### config.mk
export PLATFORM = sky130hd
export DESIGN_NAME = ysyx_23060240_csr_trap
export DESIGN_NICKNAME = d
export VERILOG_FILES = /design/src/rtl/ysyx_23060240_csr_pkg.sv /design/src/rtl/ysyx_23060240_csr_counter.sv /design/src/rtl/ysyx_23060240_csr_trap.sv
export SDC_FILE = /design/constraint.sdc
export NUM_CORES = 1
export LEC_CHECK = 0
export BUFFER_PORTS_ARGS = -buffer_cell sky130_fd_sc_hd__buf_2
export CAP_MARGIN = 25
export CORE_MARGIN = 2
export CORE_UTILIZATION = 35
export CTS_CLUSTER_SIZE = 20
export DETAILED_ROUTE_END_ITERATION = 8
export HOLD_SLACK_MARGIN = 0.15
export PLACE_DENSITY = 0.56
export SLEW_MARGIN = 20
export SYNTH_ARGS = -nofsm -noshare
export SYNTH_HDL_FRONTEND = slang
export SYNTH_HIERARCHICAL = 1
export SYNTH_SLANG_ARGS = --single-unit
### constraint.sdc
create_clock -name clk -period 4 [get_ports clk]
set_clock_uncertainty 0.2 [all_clocks]
set_input_delay 1.2 -clock clk [delete_from_list [all_inputs] [get_ports clk]]
set_output_delay 1.2 -clock clk [all_outputs]
set_load 0.01 [all_outputs]
### src/rtl/ysyx_23060240_csr_pkg.sv
// Shared CSR addresses, operation encodings, cause codes and mstatus bit positions
// for the machine-mode CSR / trap unit.
package ysyx_23060240_csr_pkg;

  typedef enum logic [1:0] {
    CsrOpNone = 2'b00,
    CsrOpRw   = 2'b01,
    CsrOpRs   = 2'b10,
    CsrOpRc   = 2'b11
  } csr_op_e;

  localparam logic [11:0] CSR_MSTATUS  = 12'h300;
  localparam logic [11:0] CSR_MIE      = 12'h304;
  localparam logic [11:0] CSR_MTVEC    = 12'h305;
  localparam logic [11:0] CSR_MSCRATCH = 12'h340;
  localparam logic [11:0] CSR_MEPC     = 12'h341;
  localparam logic [11:0] CSR_MCAUSE   = 12'h342;
  localparam logic [11:0] CSR_MIP      = 12'h344;
  localparam logic [11:0] CSR_MCYCLE   = 12'hB00;
  localparam logic [11:0] CSR_MCYCLEH  = 12'hB80;

  localparam int unsigned MSTATUS_MIE    = 3;
  localparam int unsigned MSTATUS_MPIE   = 7;
  localparam int unsigned MSTATUS_MPP_LO = 11;
  localparam int unsigned MIE_MEIE       = 11;
  localparam int unsigned MIP_MEIP       = 11;

  localparam logic [4:0] CAUSE_ECALL_M   = 5'd11;
  localparam logic [4:0] CAUSE_IRQ_EXT_M = 5'd11;

  // RS/RC with a zero operand are read-only accesses and must not write.
  function automatic logic csr_op_writes(csr_op_e op, logic wdata_zero);
    return (op == CsrOpRw) || (((op == CsrOpRs) || (op == CsrOpRc)) && !wdata_zero);
  endfunction

endpackage

### src/rtl/ysyx_23060240_csr_counter.sv
// 64-bit mcycle counter: free-running increment with wrap, CSR writes to either half win.
module ysyx_23060240_csr_counter #(
  parameter int unsigned XLEN = 32
) (
  input  logic            clk_i,
  input  logic            rst_i,
  input  logic            wr_lo_i,
  input  logic            wr_hi_i,
  input  logic [XLEN-1:0] wdata_i,
  output logic [63:0]     value_o
);

  logic [63:0] cnt_q, cnt_d;
  logic [63:0] wdata_ext;

  assign wdata_ext = 64'(wdata_i);

  always_comb begin
    cnt_d = cnt_q + 64'd1;
    if (wr_lo_i) begin
      // On a 64-bit core the low address covers the whole counter.
      cnt_d[31:0]  = wdata_ext[31:0];
      cnt_d[63:32] = (XLEN > 32) ? wdata_ext[63:32] : cnt_q[63:32];
    end else if (wr_hi_i) begin
      cnt_d = {wdata_ext[31:0], cnt_q[31:0]};
    end
  end

  always_ff @(posedge clk_i) begin
    if (rst_i) begin
      cnt_q <= '0;
    end else begin
      cnt_q <= cnt_d;
    end
  end

  assign value_o = cnt_q;

endmodule

### src/rtl/ysyx_23060240_csr_trap.sv
// Machine-mode CSR file with ecall / external-interrupt trap entry and mret.
// Define CSR_MCYCLE_EN to add the 64-bit mcycle counter (0xB00 / 0xB80).
module ysyx_23060240_csr_trap
  import ysyx_23060240_csr_pkg::*;
#(
  parameter int unsigned     XLEN        = 32,
  parameter logic [XLEN-1:0] MTVEC_RESET = '0
) (
  input  logic            clk,
  input  logic            rst,
  input  logic [XLEN-1:0] pc,
  input  logic [11:0]     csr_addr,
  input  logic [1:0]      csr_op,
  input  logic [XLEN-1:0] csr_wdata,
  input  logic            ecall,
  input  logic            mret,
  input  logic            ext_irq,
  output logic [XLEN-1:0] csr_rdata,
  output logic            trap_taken,
  output logic            redirect,
  output logic [XLEN-1:0] redirect_pc,
  output logic            illegal
);

  csr_op_e op;
  assign op = csr_op_e'(csr_op);

  logic            mstatus_mie_q, mstatus_mie_d;
  logic            mstatus_mpie_q, mstatus_mpie_d;
  logic            mie_meie_q, mie_meie_d;
  logic [XLEN-1:0] mtvec_q, mtvec_d;
  logic [XLEN-1:0] mscratch_q, mscratch_d;
  logic [XLEN-1:0] mepc_q, mepc_d;
  logic [XLEN-1:0] mcause_q, mcause_d;

  logic [XLEN-1:0] mstatus_val, mie_val, mip_val;
  logic [XLEN-1:0] csr_old, wr_val;
  logic            csr_hit, csr_we, irq_pend, mret_taken;

`ifdef CSR_MCYCLE_EN
  logic [63:0] cnt_value;
  logic        cnt_wr_lo, cnt_wr_hi;
`endif

  always_comb begin
    mstatus_val                                   = '0;
    mstatus_val[MSTATUS_MIE]                      = mstatus_mie_q;
    mstatus_val[MSTATUS_MPIE]                     = mstatus_mpie_q;
    mstatus_val[MSTATUS_MPP_LO+1:MSTATUS_MPP_LO] = 2'b11;
    mie_val                                       = '0;
    mie_val[MIE_MEIE]                             = mie_meie_q;
    mip_val                                       = '0;
    mip_val[MIP_MEIP]                             = ext_irq;
  end

  always_comb begin
    csr_hit = 1'b1;
    csr_old = '0;
    case (csr_addr)
      CSR_MSTATUS:  csr_old = mstatus_val;
      CSR_MIE:      csr_old = mie_val;
      CSR_MTVEC:    csr_old = mtvec_q;
      CSR_MSCRATCH: csr_old = mscratch_q;
      CSR_MEPC:     csr_old = mepc_q;
      CSR_MCAUSE:   csr_old = mcause_q;
      CSR_MIP:      csr_old = mip_val;
`ifdef CSR_MCYCLE_EN
      CSR_MCYCLE:   csr_old = XLEN'(cnt_value);
      CSR_MCYCLEH: begin
        // The high half only exists as a separate CSR on 32-bit cores.
        if (XLEN == 32) csr_old = XLEN'(cnt_value >> 32);
        else            csr_hit = 1'b0;
      end
`endif
      default:      csr_hit = 1'b0;
    endcase
  end

  assign illegal    = (op != CsrOpNone) && !csr_hit;
  assign csr_rdata  = ((op != CsrOpNone) && csr_hit) ? csr_old : '0;
  assign irq_pend   = mstatus_mie_q && mie_meie_q && ext_irq;
  assign trap_taken = !illegal && (ecall || irq_pend);
  assign mret_taken = !illegal && !trap_taken && mret;
  assign redirect   = trap_taken || mret_taken;
  assign redirect_pc = trap_taken ? mtvec_q : mepc_q;

  // Any higher-priority event (trap or mret) suppresses the CSR write.
  assign csr_we = csr_hit && !trap_taken && !mret && csr_op_writes(op, csr_wdata == '0);

  always_comb begin
    wr_val = csr_old;
    unique case (op)
      CsrOpRw: wr_val = csr_wdata;
      CsrOpRs: wr_val = csr_old | csr_wdata;
      CsrOpRc: wr_val = csr_old & ~csr_wdata;
      default: wr_val = csr_old;
    endcase
  end

  always_comb begin
    mstatus_mie_d  = mstatus_mie_q;
    mstatus_mpie_d = mstatus_mpie_q;
    mie_meie_d     = mie_meie_q;
    mtvec_d        = mtvec_q;
    mscratch_d     = mscratch_q;
    mepc_d         = mepc_q;
    mcause_d       = mcause_q;
    if (csr_we) begin
      case (csr_addr)
        CSR_MSTATUS: begin
          mstatus_mie_d  = wr_val[MSTATUS_MIE];
          mstatus_mpie_d = wr_val[MSTATUS_MPIE];
        end
        CSR_MIE:      mie_meie_d = wr_val[MIE_MEIE];
        CSR_MTVEC:    mtvec_d    = {wr_val[XLEN-1:2], 2'b00};
        CSR_MSCRATCH: mscratch_d = wr_val;
        CSR_MEPC:     mepc_d     = {wr_val[XLEN-1:2], 2'b00};
        CSR_MCAUSE:   mcause_d   = wr_val;
        default: ;
      endcase
    end
    if (trap_taken) begin
      mepc_d         = {pc[XLEN-1:2], 2'b00};
      mstatus_mpie_d = mstatus_mie_q;
      mstatus_mie_d  = 1'b0;
      if (ecall) begin
        mcause_d = XLEN'(CAUSE_ECALL_M);
      end else begin
        mcause_d           = XLEN'(CAUSE_IRQ_EXT_M);
        mcause_d[XLEN-1]   = 1'b1;
      end
    end else if (mret_taken) begin
      mstatus_mie_d  = mstatus_mpie_q;
      mstatus_mpie_d = 1'b1;
    end
  end

  always_ff @(posedge clk) begin
    if (rst) begin
      mstatus_mie_q  <= 1'b0;
      mstatus_mpie_q <= 1'b0;
      mie_meie_q     <= 1'b0;
      mtvec_q        <= {MTVEC_RESET[XLEN-1:2], 2'b00};
      mscratch_q     <= '0;
      mepc_q         <= '0;
      mcause_q       <= '0;
    end else begin
      mstatus_mie_q  <= mstatus_mie_d;
      mstatus_mpie_q <= mstatus_mpie_d;
      mie_meie_q     <= mie_meie_d;
      mtvec_q        <= mtvec_d;
      mscratch_q     <= mscratch_d;
      mepc_q         <= mepc_d;
      mcause_q       <= mcause_d;
    end
  end

`ifdef CSR_MCYCLE_EN
  assign cnt_wr_lo = csr_we && (csr_addr == CSR_MCYCLE);
  assign cnt_wr_hi = csr_we && (csr_addr == CSR_MCYCLEH);

  ysyx_23060240_csr_counter #(
    .XLEN (XLEN)
  ) u_counter (
    .clk_i   (clk),
    .rst_i   (rst),
    .wr_lo_i (cnt_wr_lo),
    .wr_hi_i (cnt_wr_hi),
    .wdata_i (csr_wdata),
    .value_o (cnt_value)
  );
`endif

endmodule

==> impl_metrics.csv <==
group,metric,value,unit
logic_synthesis,synth_area,0.00779,mm^2
finish,stdcell_area,0.0112,mm^2
worst_setup_path,crit_buf_inv,4,
logic_synthesis,synth_warnings,6,
logic_synthesis,ys_types,66,
placed_design,place_area,0.00957,mm^2
sta,finalSetupViolCount,62,
die,io-pin-count,150,
route,route.antenna.remaining_nets,0,
route,dr.pass1.iters,7,
finish,fill_cells,2077,
global_route,grt_pass1_vias,8658,
outcome,status,"finished, violations left",
power_and_ir_drop,internal_power,2.54,mW
worst_setup_path,regToRegEndpoint,"mepc_q[18]",
cts,cts_num_sinks,127,
placed_design,gp_congestion,0.856,
power_and_ir_drop,p_clk_share,49.0,%
route,num_vias,8812,
worst_setup_path,critPathMaxStageDelay,330,ps
die,num_rows,54,
logic_synthesis,async_flop_share,0,%
global_route,grt_usage,27.8,%
finish,area_growth,43.4,%
power_and_ir_drop,seqPwrFrac,38.1,%
sta,fin_ws,-251,ps
logic_synthesis,ys_ff_latch,127,
worst_setup_path,crit_path_frequent_cell,"buf_6",
sta,maxSlewViolCount,0,
finish,layout.nets,1267,
hold_path,worstHoldPathType,"register to register",
worst_setup_path,cp-end-kind,"output pin",
sta,worst-slew-pin-transition,718,ps
global_route,grt_start_max_net_pins,39,
finish,multi_input_area,0.00524,mm^2
die,start_util,35.7,%
worst_setup_path,critPathSlowestCell,"mux2_4",
route,routed_wl,33400,um
sta,hold_violations,0,
placed_design,portBuffers,145,
power_and_ir_drop,vdd_drop_max,0.240,mV
die,die-area,0.0235,mm^2
worst_setup_path,path_cells,"buf_6 -> nor4_4 -> and2_4 -> o21ai_4 -> a21o_1 -> clkinv_4 -> buf_12 -> mux2_4 -> buf_6",
cts,clockRootBuffer,"clkbuf_16",
power_and_ir_drop,power.switching,843,uW
hold_path,hold_depth,2,
cts,cts_tree,"done",
worst_setup_path,r2r_slack,1140,ps
finish,final_util,51.2,%
route,wire_per_inst,22.7,um
worst_setup_path,arrival,2850,ps
logic_synthesis,yosys_most_used_dff,"dfxtp_1",
job,cap_violations,0,
die,core,0.0218,mm^2
sta,slew_headroom,52.0,%
route,wl_met1,13800,um
placed_design,dp_hpwl,21500,um
global_route,antenna_found_initial,1,
die,fp.dieH,153,um
worst_setup_path,reg2reg_from,"mstatus_mie_q",
die,die_width,153,um
worst_setup_path,crit_path_max_fanout,7,
power_and_ir_drop,combinationalPowerShare,12.9,%
logic_synthesis,netlist_instances,976,
finish,drive_gt1_share,36.1,%
sta,final.min_clock_period,4250,ps
sta,rsz0062_at_grt,"yes",
route,wl_met3,2760,um
logic_synthesis,synth_seq_area_share,32.6,%
worst_setup_path,crit_type,"input pin to output pin",
route,vias_per_cell,5.97,
global_route,grt_pass1_wl,50300,um
hold_path,min-delay-start,"mscratch_q[9]",
hold_path,min_to,"mscratch_q[9]",
cts,h-tree-depth,4,
sta,post-route-period-util,106,%
power_and_ir_drop,switching_share,24.9,%
cts,clk_latency,420,ps
worst_setup_path,cp.required,2600,ps
cts,cts.reportedPaths.clkPinSlew,60,ps
cts,hold_buffers,0,
global_route,overflow,0,
route,drc,0,
logic_synthesis,synth-edff-count,0,
sta,clock.fmax,235,MHz
finish,seq_area,0.00254,mm^2
route,drtIter0Drc,809,
placed_design,dp_slack,-341,ps
worst_setup_path,cpLargestDelayFamily,"buffers and inverters",
outcome,violations,"setup timing",
power_and_ir_drop,powerDensity,303,mW/mm^2
worst_setup_path,rr_worst_depth,10,
route,dr.max_layer_used,"met4",
cts,cts_buffers,17,
cts,clk_path_buf_depth,2,
logic_synthesis,syn_avg_cell_area,7.98,um^2
route,wl_met2,15900,um
worst_setup_path,critPathLaunchType,"input pin",
power_and_ir_drop,power.leakage,4.04,nW
## cells by family after synthesis
kind of cell	share of synthesized area, %
AND/OR/NAND/NOR	21.0
AO/OA/AOI/OAI	30.5
flip-flops	32.6
buffers and inverters	6.21
multiplexers	8.94
XOR/XNOR	0.674
other	0.0481
## power groups by stage
| stage | Combinational (mW) | Sequential (mW) | Clock, mW |
|---|---|---|---|
| 3_5_place_dp | 0.392 | 1.32 | 0 |
| 3_3_place_gp | 0.390 | 1.32 | 0 |
| 5_1_grt | 0.460 | 1.29 | 1.73 |
| 6_report | 0.436 | 1.29 | 1.66 |
| 2_1_floorplan | 0.205 | 1.31 | 0 |
| 4_1_cts | 0.428 | 1.29 | 1.67 |
## worst max path at each step
stage                           start              end  slack [ps]  cells after the start
after global placement    csr_addr[7]   redirect_pc[2]        -340                      9
after floorplan           csr_addr[7]  redirect_pc[15]        -120                      8
after CTS                 csr_addr[7]  redirect_pc[28]        -300                     10
after detailed placement  csr_addr[7]   redirect_pc[2]        -340                      9
after global routing      csr_addr[5]   redirect_pc[9]        -320                      9
final                     csr_addr[5]   redirect_pc[9]        -250                      9
## through the flow
| step | power [mW] | instances | setup TNS, ps | hold slack (ps) |
|---|---|---|---|---|
| after global routing | 3.48 | 1474 | -16320 | 266 |
| final | 3.39 | 1475 | -11010 | 249 |
| after global placement | 1.71 | 1423 | -12200 | 238 |
| after CTS | 3.39 | 1473 | -11600 | 250 |
| after floorplan | 1.52 | 977 | -2830 | 229 |
| after detailed placement | 1.71 | 1423 | -12400 | 242 |
## synth_stat cells (4+ instances only)
library cell	n	area, um^2
a22oi_1	30	225
a21boi_0	17	128
inv_1	6	22.5
mux2_2	61	687
dfxtp_1	127	2540
or2_2	4	25.0
o21ai_1	23	115
nand2b_1	4	25.0
nor3_1	9	45.0
a222oi_1	11	110
o221ai_1	11	96.3
a221o_1	17	170
buf_4	14	105
o21ai_0	9	45.0
o221a_2	4	45.0
clkbuf_1	32	120
buf_2	39	195
nand3_1	35	175
o211ai_1	19	143
a32oi_1	27	236
nand2_1	227	852
or3_1	5	31.3
o211a_1	6	60.1
a211oi_1	9	67.6
nor2_1	30	113
nor4_1	6	37.5
a21oi_1	94	470
a2bb2oi_1	35	307
and2_1	5	31.3
## layer usage
layer,vias up,GRT usage (%)
met3,78,6.10
met1,4233,35.4
met5,-,0
li1,4059,-
met2,442,45.4
met4,0,11.6
## registers in the layout, summed over array words and instances (netlist names)
name and flops:
mcause_q 32, mscratch_q 32, mie_meie_q 1, mstatus_mie_q 1, mepc_q 30, mtvec_q 30
mstatus_mpie_q 1
## area by class of cell
| class | count | area share (%) |
|---|---|---|
| sequential | 127 | 22.7 |
| inverter | 7 | 0.280 |
| antenna | 1 | 0.0224 |
| tap | 280 | 3.13 |
| clock buffer | 22 | 4.24 |
| timing repair buffer | 277 | 21.5 |
| clock inverter | 7 | 1.21 |
| multi-input combinational | 754 | 46.9 |
## worst min-delay path, delay by kind of cell (launching register included)
kind	cells	cell delay (ps)
AOI/OAI and AO/OA	1	50
DFF	1	310
and+or+nand+nor	1	50
## layout by cell type, fill, tap and decap left out, types with 6 or more instances in the layout
cell type  netlist  routed
mux2_4           0      30
a21boi_0        17      17
a21oi_1         94      74
nor4_1           6       6
buf_6            3      60
a2bb2oi_1       35      35
buf_12           0      20
a222oi_1        11      11
a21oi_2          2       6
o211ai_1        19      19
buf_2           39      87
o221ai_1        11      11
o211a_1          6       6
a32oi_1         27      27
nand3_1         35      35
mux2_2          61      31
dfxtp_1        127     127
nor3_1           9       7
inv_1            6       6
a221o_1         17      17
nor2_4           0      14
nor2_1          30      16
clkbuf_16        0      19
buf_4           14     106
nand2_1        227     227
a21oi_4          0      16
o21ai_0          9       9
o21ai_1         23      23
a211oi_1         9       9
a22oi_1         30      28
## what timing repair did
action                                  4_1_cts  5_1_grt
buffers inserted                             16        4
endpoints found under the setup margin       62       64
cloned                                        5        1
pin swaps                                    20        6
gates resized for setup                     124       32
(Power assumes the default switching activity.)
